==> config.mk <==
export PLATFORM = sky130hd
export DESIGN_NAME = layer_activation_collector_flat
export DESIGN_NICKNAME = d
export VERILOG_FILES = /design/src/rtl/layer_activation_collector_pkg.sv /design/src/rtl/layer_activation_collector_if.sv /design/src/rtl/layer_activation_collector_relu_quantize.sv /design/src/rtl/layer_activation_collector.sv /design/src/flat_wrapper.sv
export SDC_FILE = /design/constraint.sdc
export NUM_CORES = 1
export LEC_CHECK = 0
export BUFFER_PORTS_ARGS = -buffer_cell sky130_fd_sc_hd__clkbuf_2
export CORE_MARGIN = 2
export CORE_UTILIZATION = 55
export DETAILED_ROUTE_END_ITERATION = 10
export PLACE_DENSITY = 0.85
export RECOVER_POWER = 50
export SETUP_SLACK_MARGIN = 0.02
export SLEW_MARGIN = 20
export SYNTH_ARGS = -nofsm -noshare
export SYNTH_HDL_FRONTEND = slang
export SYNTH_SLANG_ARGS = --single-unit
==> constraint.sdc <==
create_clock -name clk -period 4.2 [get_ports clk]
set_input_delay 0.21 -clock clk [delete_from_list [all_inputs] [get_ports clk]]
set_output_delay 0.21 -clock clk [all_outputs]
set_load 0.02 [all_outputs]
==> src/rtl/layer_activation_collector_pkg.sv <==
// Shared types and width helpers for the layer activation collector.
// Latency: n/a (declarations only).
// Backpressure: n/a.
package layer_activation_collector_pkg;

  // Collector FSM states
  typedef enum logic [1:0] {
    IDLE    = 2'd0,
    COLLECT = 2'd1,
    DONE    = 2'd2
  } state_t;

  // Sign-magnitude MAC result width for an n-bit datapath (sign + 3n-4 magnitude bits)
  function automatic int mac_w(input int n);
    return 3 * n - 3;
  endfunction

  // Width needed to hold a count of 0..number_of_neurons inclusive
  function automatic int cnt_w(input int number_of_neurons);
    return $clog2(number_of_neurons + 1);
  endfunction

endpackage

==> src/rtl/layer_activation_collector_if.sv <==
// Bundle of MAC-result input handshake and layer-vector output handshake.
// Latency: n/a (wires only).
// Backpressure: in_ready gates results; out_valid held until out_ack.
interface layer_activation_collector_if
  import layer_activation_collector_pkg::*;
#(
  parameter int n                 = 8,
  parameter int number_of_neurons = 30
);
  localparam int MAC_W = mac_w(n);
  localparam int CNT_W = cnt_w(number_of_neurons);
  localparam int VEC_W = n * number_of_neurons;

  logic             start;
  logic [MAC_W-1:0] mac_result;
  logic             in_valid;
  logic             in_ready;
  logic [VEC_W-1:0] layer_out;
  logic             out_valid;
  logic             out_ack;
  logic [CNT_W-1:0] count;

  // Driver of results and consumer of the layer vector
  modport master (
    output start, mac_result, in_valid, out_ack,
    input  in_ready, layer_out, out_valid, count
  );

  // Collector side
  modport slave (
    input  start, mac_result, in_valid, out_ack,
    output in_ready, layer_out, out_valid, count
  );

endinterface

==> src/rtl/layer_activation_collector_relu_quantize.sv <==
// ReLU + right-shift requantisation + saturation to n-bit sign-magnitude.
// Latency: combinational.
// Backpressure: none.
module relu_quantize
  import layer_activation_collector_pkg::*;
#(
  parameter int n     = 8,
  parameter int shift = 7
) (
  input  logic [mac_w(n)-1:0] x_i,
  output logic [n-1:0]        y_o
);
  localparam int MAG_W = mac_w(n) - 1;
  // Largest positive n-bit sign-magnitude value, widened to compare against the shifted magnitude
  localparam logic [MAG_W-1:0] SAT = MAG_W'((1 << (n - 1)) - 1);

  logic             sign;
  logic [MAG_W-1:0] mag;
  logic [MAG_W-1:0] m;

  assign sign = x_i[MAG_W];
  assign mag  = x_i[MAG_W-1:0];
  assign m    = mag >> shift;

  // Negative inputs and both zeros clamp to +0; large positives saturate
  always_comb begin
    y_o = '0;
    if (!sign && (mag != '0)) begin
      if (m > SAT) begin
        y_o = {1'b0, SAT[n-2:0]};
      end else begin
        y_o = {1'b0, m[n-2:0]};
      end
    end
  end

endmodule

==> src/rtl/layer_activation_collector.sv <==
// Collects one activated MAC result per neuron into a packed layer vector for the next MAC stage.
// Latency: 1 cycle from accepted result to visible slot; out_valid the cycle after the last transfer.
// Backpressure: in_ready only in COLLECT; out_valid held in DONE until out_ack.
module layer_activation_collector
  import layer_activation_collector_pkg::*;
#(
  parameter int n                 = 8,
  parameter int number_of_neurons = 30,
  parameter int shift             = 7
) (
  input logic                      clk,
  input logic                      rst_n,
  layer_activation_collector_if.slave bus
);
  localparam int MAC_W = mac_w(n);
  localparam int CNT_W = cnt_w(number_of_neurons);
  localparam int VEC_W = n * number_of_neurons;

  state_t           state_q, state_d;
  logic [CNT_W-1:0] count_q, count_d;
  logic [VEC_W-1:0] layer_q, layer_d;
  logic [n-1:0]     act;

  relu_quantize #(
    .n     (n),
    .shift (shift)
  ) u_relu_quantize (
    .x_i (bus.mac_result),
    .y_o (act)
  );

  // State, count and vector registers; reset abandons any layer in progress
  always_ff @(posedge clk or negedge rst_n) begin
    if (!rst_n) begin
      state_q <= IDLE;
      count_q <= '0;
      layer_q <= '0;
    end else begin
      state_q <= state_d;
      count_q <= count_d;
      layer_q <= layer_d;
    end
  end

  // Next-state: start clears and (re)enters COLLECT, transfers fill slot[count], ack releases DONE
  always_comb begin
    state_d = state_q;
    count_d = count_q;
    layer_d = layer_q;
    case (state_q)
      IDLE: begin
        if (bus.start) begin
          state_d = COLLECT;
          count_d = '0;
          layer_d = '0;
        end
      end
      COLLECT: begin
        // start wins over a coincident transfer, which is dropped
        if (bus.start) begin
          count_d = '0;
          layer_d = '0;
        end else if (bus.in_valid) begin
          for (int i = 0; i < number_of_neurons; i++) begin
            if (count_q == CNT_W'(i)) begin
              layer_d[n*i +: n] = act;
            end
          end
          count_d = count_q + CNT_W'(1);
          if (count_d == CNT_W'(number_of_neurons)) begin
            state_d = DONE;
          end
        end
      end
      DONE: begin
        // start without out_ack is ignored so the held vector cannot be disturbed
        if (bus.out_ack) begin
          if (bus.start) begin
            state_d = COLLECT;
            count_d = '0;
            layer_d = '0;
          end else begin
            state_d = IDLE;
          end
        end
      end
      default: state_d = IDLE;
    endcase
  end

  assign bus.in_ready  = (state_q == COLLECT);
  assign bus.out_valid = (state_q == DONE);
  assign bus.layer_out = layer_q;
  assign bus.count     = count_q;

endmodule

==> src/flat_wrapper.sv <==
// flat-port wrapper written by rule: the top's interface ports become plain ports
module layer_activation_collector_flat import layer_activation_collector_pkg::*;
#(
  parameter int n                 = 8,
  parameter int number_of_neurons = 30,
  parameter int shift             = 7
)
  (clk, rst_n, bus_start, bus_mac_result, bus_in_valid, bus_out_ack, bus_in_ready, bus_layer_out, bus_out_valid, bus_count);
  layer_activation_collector_if #(.n(n), .number_of_neurons(number_of_neurons)) bus_i ();
  input logic clk;
  input logic rst_n;
  input wire logic [$bits(bus_i.start)-1:0] bus_start;
  input wire logic [$bits(bus_i.mac_result)-1:0] bus_mac_result;
  input wire logic [$bits(bus_i.in_valid)-1:0] bus_in_valid;
  input wire logic [$bits(bus_i.out_ack)-1:0] bus_out_ack;
  output wire logic [$bits(bus_i.in_ready)-1:0] bus_in_ready;
  output wire logic [$bits(bus_i.layer_out)-1:0] bus_layer_out;
  output wire logic [$bits(bus_i.out_valid)-1:0] bus_out_valid;
  output wire logic [$bits(bus_i.count)-1:0] bus_count;
  assign bus_i.start = bus_start;
  assign bus_i.mac_result = bus_mac_result;
  assign bus_i.in_valid = bus_in_valid;
  assign bus_i.out_ack = bus_out_ack;
  assign bus_in_ready = bus_i.in_ready;
  assign bus_layer_out = bus_i.layer_out;
  assign bus_out_valid = bus_i.out_valid;
  assign bus_count = bus_i.count;
  layer_activation_collector #(.n(n), .number_of_neurons(number_of_neurons), .shift(shift)) u_core (.clk(clk), .rst_n(rst_n), .bus(bus_i));
endmodule
Word level (Yosys, flattened, before mapping)
Index checks and enable logic that the tools add are counted.
Operators by class
  add/sub/neg operators: 1
  order comparisons: 1
  eq/ne operators: 68
  muxes and demuxes: 49
  reductions and logical operators: 38
Operators with widths (number)
  240-bit two-way mux: 4
  240-bit one-hot mux with 3 select lines: 1
  8-bit two-way mux: 30
  4-bit AND reduction: 30
  3-bit by 2-bit != test with 1-bit output (second input constant): 30
  5-bit equality test (second input constant): 15
  5-bit by 4-bit equality test with 1-bit output (second input constant): 8
  5-bit by 3-bit equality test with 1-bit output (second input constant): 4
  5-bit two-way mux: 4
  20-bit nonzero test: 1
  5-bit one-hot mux with 3 select lines: 1
  7-bit two-way mux: 2
  13-bit by 7-bit greater-than comparator with 1-bit output (second input constant): 1
  5-bit by 2-bit equality test with 1-bit output (second input constant): 2
  2-bit two-way mux: 5
  2-bit != test (second input constant): 4
  2-bit one-hot mux with 3 select lines: 1
  5-bit by 1-bit adder with 5-bit output (second input constant): 1
  5-bit by 1-bit equality test with 1-bit output (second input constant): 1
  5-bit zero test: 1
  5-bit AND reduction: 1
  3-bit != test (second input constant): 1
  3-bit AND reduction: 1
  3-bit nonzero test: 1
  other kinds (7): 7
Word-level totals
  register bits: 247
  output and inout bits: 247

Logic depth before layout (Yosys ltp)
  depth in word-level cells: 7
  gate-level depth with buffers: 8

Cells and area by module
A second synthesis with hierarchy kept.
Second synthesis, totals
  cells, all modules: 750
  area total of the unflattened synthesis: 9983.3 sq um
Modules (own cells, without submodules)
  layer_activation_collector: instances 1, cells each 733, area each 9880.7 sq um, sequential area each 6180.9 sq um
  relu_quantize: instances 1, cells each 17, area each 102.6 sq um, sequential area each 0.0 sq um

Least setup slack after synthesis
OpenSTA, ideal clock, no wires.
  path type: register to register
  start point: register u_core.count_q[3] (netlist: u_core.bus.count[3])
  end point: register u_core.layer_q[120] (netlist: u_core.bus.layer_out[120])
  setup time: 0.095 ns
  arrival: 1.983 ns
  data required time: 4.105 ns
  slack: 2.122 ns
  stages on the path, launching flop included: 9
  path buffers: 3
  period minus slack after synthesis: 2.078 ns
  cells stage by stage: dfrtp_1 > buf_2 > clkbuf_1 > and3_1 > ha_1 > nand3_1 > and2_1 > clkbuf_1 > o31ai_1
On the way
  word-level cells in the longest chain between the ends: 3
RTL lines
  start: declaration: line layer_activation_collector.sv:20  | logic [CNT_W-1:0] count_q, count_d;
  start signal: assignment: line layer_activation_collector.sv:40  | count_q <= count_d;
  5-bit by 4-bit equality test with 1-bit output: line layer_activation_collector.sv:65  | if (count_q == CNT_W'(i)) begin
  3-bit by 2-bit != test with 1-bit output (no source line)
  4-bit AND reduction (no source line)
  end signal: assignment: line layer_activation_collector.sv:41  | layer_q <= layer_d;
  end: declaration: line layer_activation_collector.sv:21  | logic [VEC_W-1:0] layer_q, layer_d;
No other way between the ends.
A chain may end at the register's enable or synchronous reset.

==> metrics.txt <==
final setup vio count 0; Yosys cell types 50; RSZ-0062 raised after global routing no; area delta synth->final 16.8%; Hold Path Sink u_core.state_q[1]$_DFFE_PN0P_; failing checks max-capacitance violations, max-slew violations; Final Hold Vio Count 0; placed cell count 1,104; CP delay by family, top buffers and inverters; CP startpoint rst_n; Syn Area/Cell 13.1 um^2; internal reg-to-reg setup slack 1.75 ns; GRT busiest layer met2; Worst Setup End Kind asynchronous set/reset pin; Die ar. 17,600 um^2; clock-pin transition on the worst setup and hold timing paths 0.07 ns; port bufs 235; Post-synth top flop dfrtp_1; Worst Path Max Fanout 110; met2 Use GR 0.448; Power Density 410 nW/um^2; Slowest-stage cell, CP clkbuf_2; worst path required time 4.24 ns; post-cts resize count 0; YS warnings 0; #FFs+latches synth 217; post-route setup TNS 0 ns; antenna violations before repair 0; 1st-pass router iterations 5; Worst-Margin Slew 2.63 ns; Max clock buf depth 3; max cap viols 1; ANT nets after route 0; crit-path max cell delay 1.82 ns; Vias/cell 6.10; CP Class input pin to asynchronous set/reset pin; dpl ws 1.80 ns; Slew HR -0.752; final net count 944; routed wire length 24.6 mm; Period minus WS final 2.62 ns; root buf cell clkbuf_16; leading area contributor after synthesis dfrtp_1; PnR worst setup slack 1.58 ns; commonest cells in the synthesized netlist 217 x dfrtp_1, 129 x o2bb2ai_1, 77 x a22o_1, 37 x buf_4, 29 x o21ai_1; reg2reg end u_core.bus.layer_out[9]$_DFFE_PN0P_; Seq/Total Area, Yosys 0.598; met3 Use GR 0.0582; Ant. Diodes 0; Fmax achieved 382 MHz; Mapped Cells 693; global route total overflow 0; CORE AREA 16,000 um^2; Reg2Reg Launch Point u_core.state_q[0]$_DFFE_PN0P_; r2r worst-path depth 5; Hold Startpoint bus_out_ack; Slew Viols, Final 110; VDD IR max 0.000342 V; vias in the first global route 6,820; crit path cell chain dlygate4sd3_1 > clkbuf_2; Post-synth ARST share 1.00; Critical Path Stages 2; hold depth 3; row count 46; met1 usage 0.406; H-tree depth 1; share of layout cells above drive strength 1 0.105; die width 132 um; Worst-Skew Late Latency 0.50 ns; largest net degree at the start of global routing 111; leak pwr 0.00479 uW; Die Y 132 um; most numerous cell in the Yosys netlist dfrtp_1; Num CTS Buffers 21; CTS Hold Bufs 1; via count 6,967; fin crit share 0.623; TritonCTS clock tree yes; DRT iter0 DRCs 504; Synth Cell Area 9080 um^2; Ports 273; Post-synth EDFFs 0; clk sinks 217; hold crit path type input pin to register; nature of the critical path startpoint input pin; Post-Layout Cell Count 1,143; crit path buf inv count 2; status finished with violations; Remaining DRCs 0; GRT Overall Usage 0.284; first-pass GRT wire length 39.6 mm; top cells by area, synth dfrtp_1 60%, o2bb2ai_1 12%, a22o_1 7.4%; drt wl/cell 21.5 um; final HPWL from detailed placement 16.4 mm; Arr. time, crit path 2.65 ns; Final Wtd Congestion 0.793; Clock Skew 0.0176 ns; initial core utilization 0.567; area share of the largest cell type after synthesis 0.598; postcts setup bufs 0
[state kept, by name (all words and copies together) (netlist names)]
signal and cells:
u_core.state_q 2, u_core.bus.layer_out 210, u_core.bus.count 5
[tightest hold or removal path, cell delays in order]
cell and delay, ns:
clkbuf_2 0.09, nand2b_1 0.12, o2bb2ai_1 0.07
[final cells by class]
cell class / instances / area, um^2
inverters: 5 / 18.8
flip-flops and latches: 217 / 5430
fillers: 1306 / 5400
clock buffers: 27 / 598
clock inverters: 11 / 109
well taps: 216 / 270
repair buffers: 242 / 973
multi-input cells: 425 / 3200
[stage by stage]
stage,power (uW),hold WS (ns),cell area [um^2],util
floorplan,2390,-0.0856,9190,-
global placement,2490,0.367,10200,0.635
detailed placement,2490,0.373,10200,0.635
CTS,4370,0.0250,10900,0.679
global route,4500,0.0694,10600,0.663
finish,4350,0.0322,10600,0.663
[cell families (layout without fill, tap and decap cells)]
kind of cell    after synthesis  in the layout  share of synthesized area
compound gates              293            293                      0.253
xor+xnor                      1              1                   0.000965
fa+ha+maj                     6              6                    0.00827
buf+inv                      80            285                     0.0628
flops                       217            217                      0.598
other cells                   1             30                   0.000413
simple gates                 95             95                     0.0763
[how the worst max path moves through the flow]
| stage | endpoint |
|---|---|
| floorplan | u_core.bus.layer_out[120]$_DFFE_PN0P_ |
| global placement | u_core.bus.layer_out[222]$_DFFE_PN0P_ |
| detailed placement | u_core.bus.layer_out[52]$_DFFE_PN0P_ |
| CTS | u_core.bus.layer_out[232]$_DFFE_PN0P_ |
| global route | u_core.bus.layer_out[222]$_DFFE_PN0P_ |
| finish | u_core.bus.layer_out[6]$_DFFE_PN0P_ |
[cell usage in the layout, fill, tap and decap left out, types with 4 or more instances in the layout]
cell / synthesis / routed
o21ai_1: 29 / 29
nor2_1: 5 / 5
buf_4: 37 / 4
nor4_2: 7 / 7
clkbuf_8: 0 / 5
a21o_1: 7 / 7
inv_1: 4 / 4
clkbuf_1: 13 / 215
o21ai_0: 28 / 28
o31ai_1: 9 / 9
clkbuf_16: 0 / 21
nor3_4: 5 / 5
dfrtp_1: 217 / 217
conb_1: 1 / 30
nand2b_1: 10 / 10
a21oi_1: 8 / 5
nand3b_1: 4 / 4
clkinv_4: 0 / 5
nand3_1: 14 / 14
o2bb2ai_1: 129 / 129
nor2_4: 4 / 4
nand2_1: 17 / 17
ha_1: 6 / 6
clkbuf_2: 0 / 22
a22o_1: 77 / 77
[report_power, final]
part           switching (uW)  internal [uW]  leakage [uW]
registers                18.8           2110       0.00301
logic                     259           59.1       0.00143
clock network             813           1080      0.000348
total                    1090           3260       0.00479
[per-layer routing]
metal	up-vias	share of wire
met5	-	0
met4	0	0.021
met3	40	0.082
met2	346	0.47
met1	3538	0.43
li1	3043	-
(Power assumes the default switching activity.)
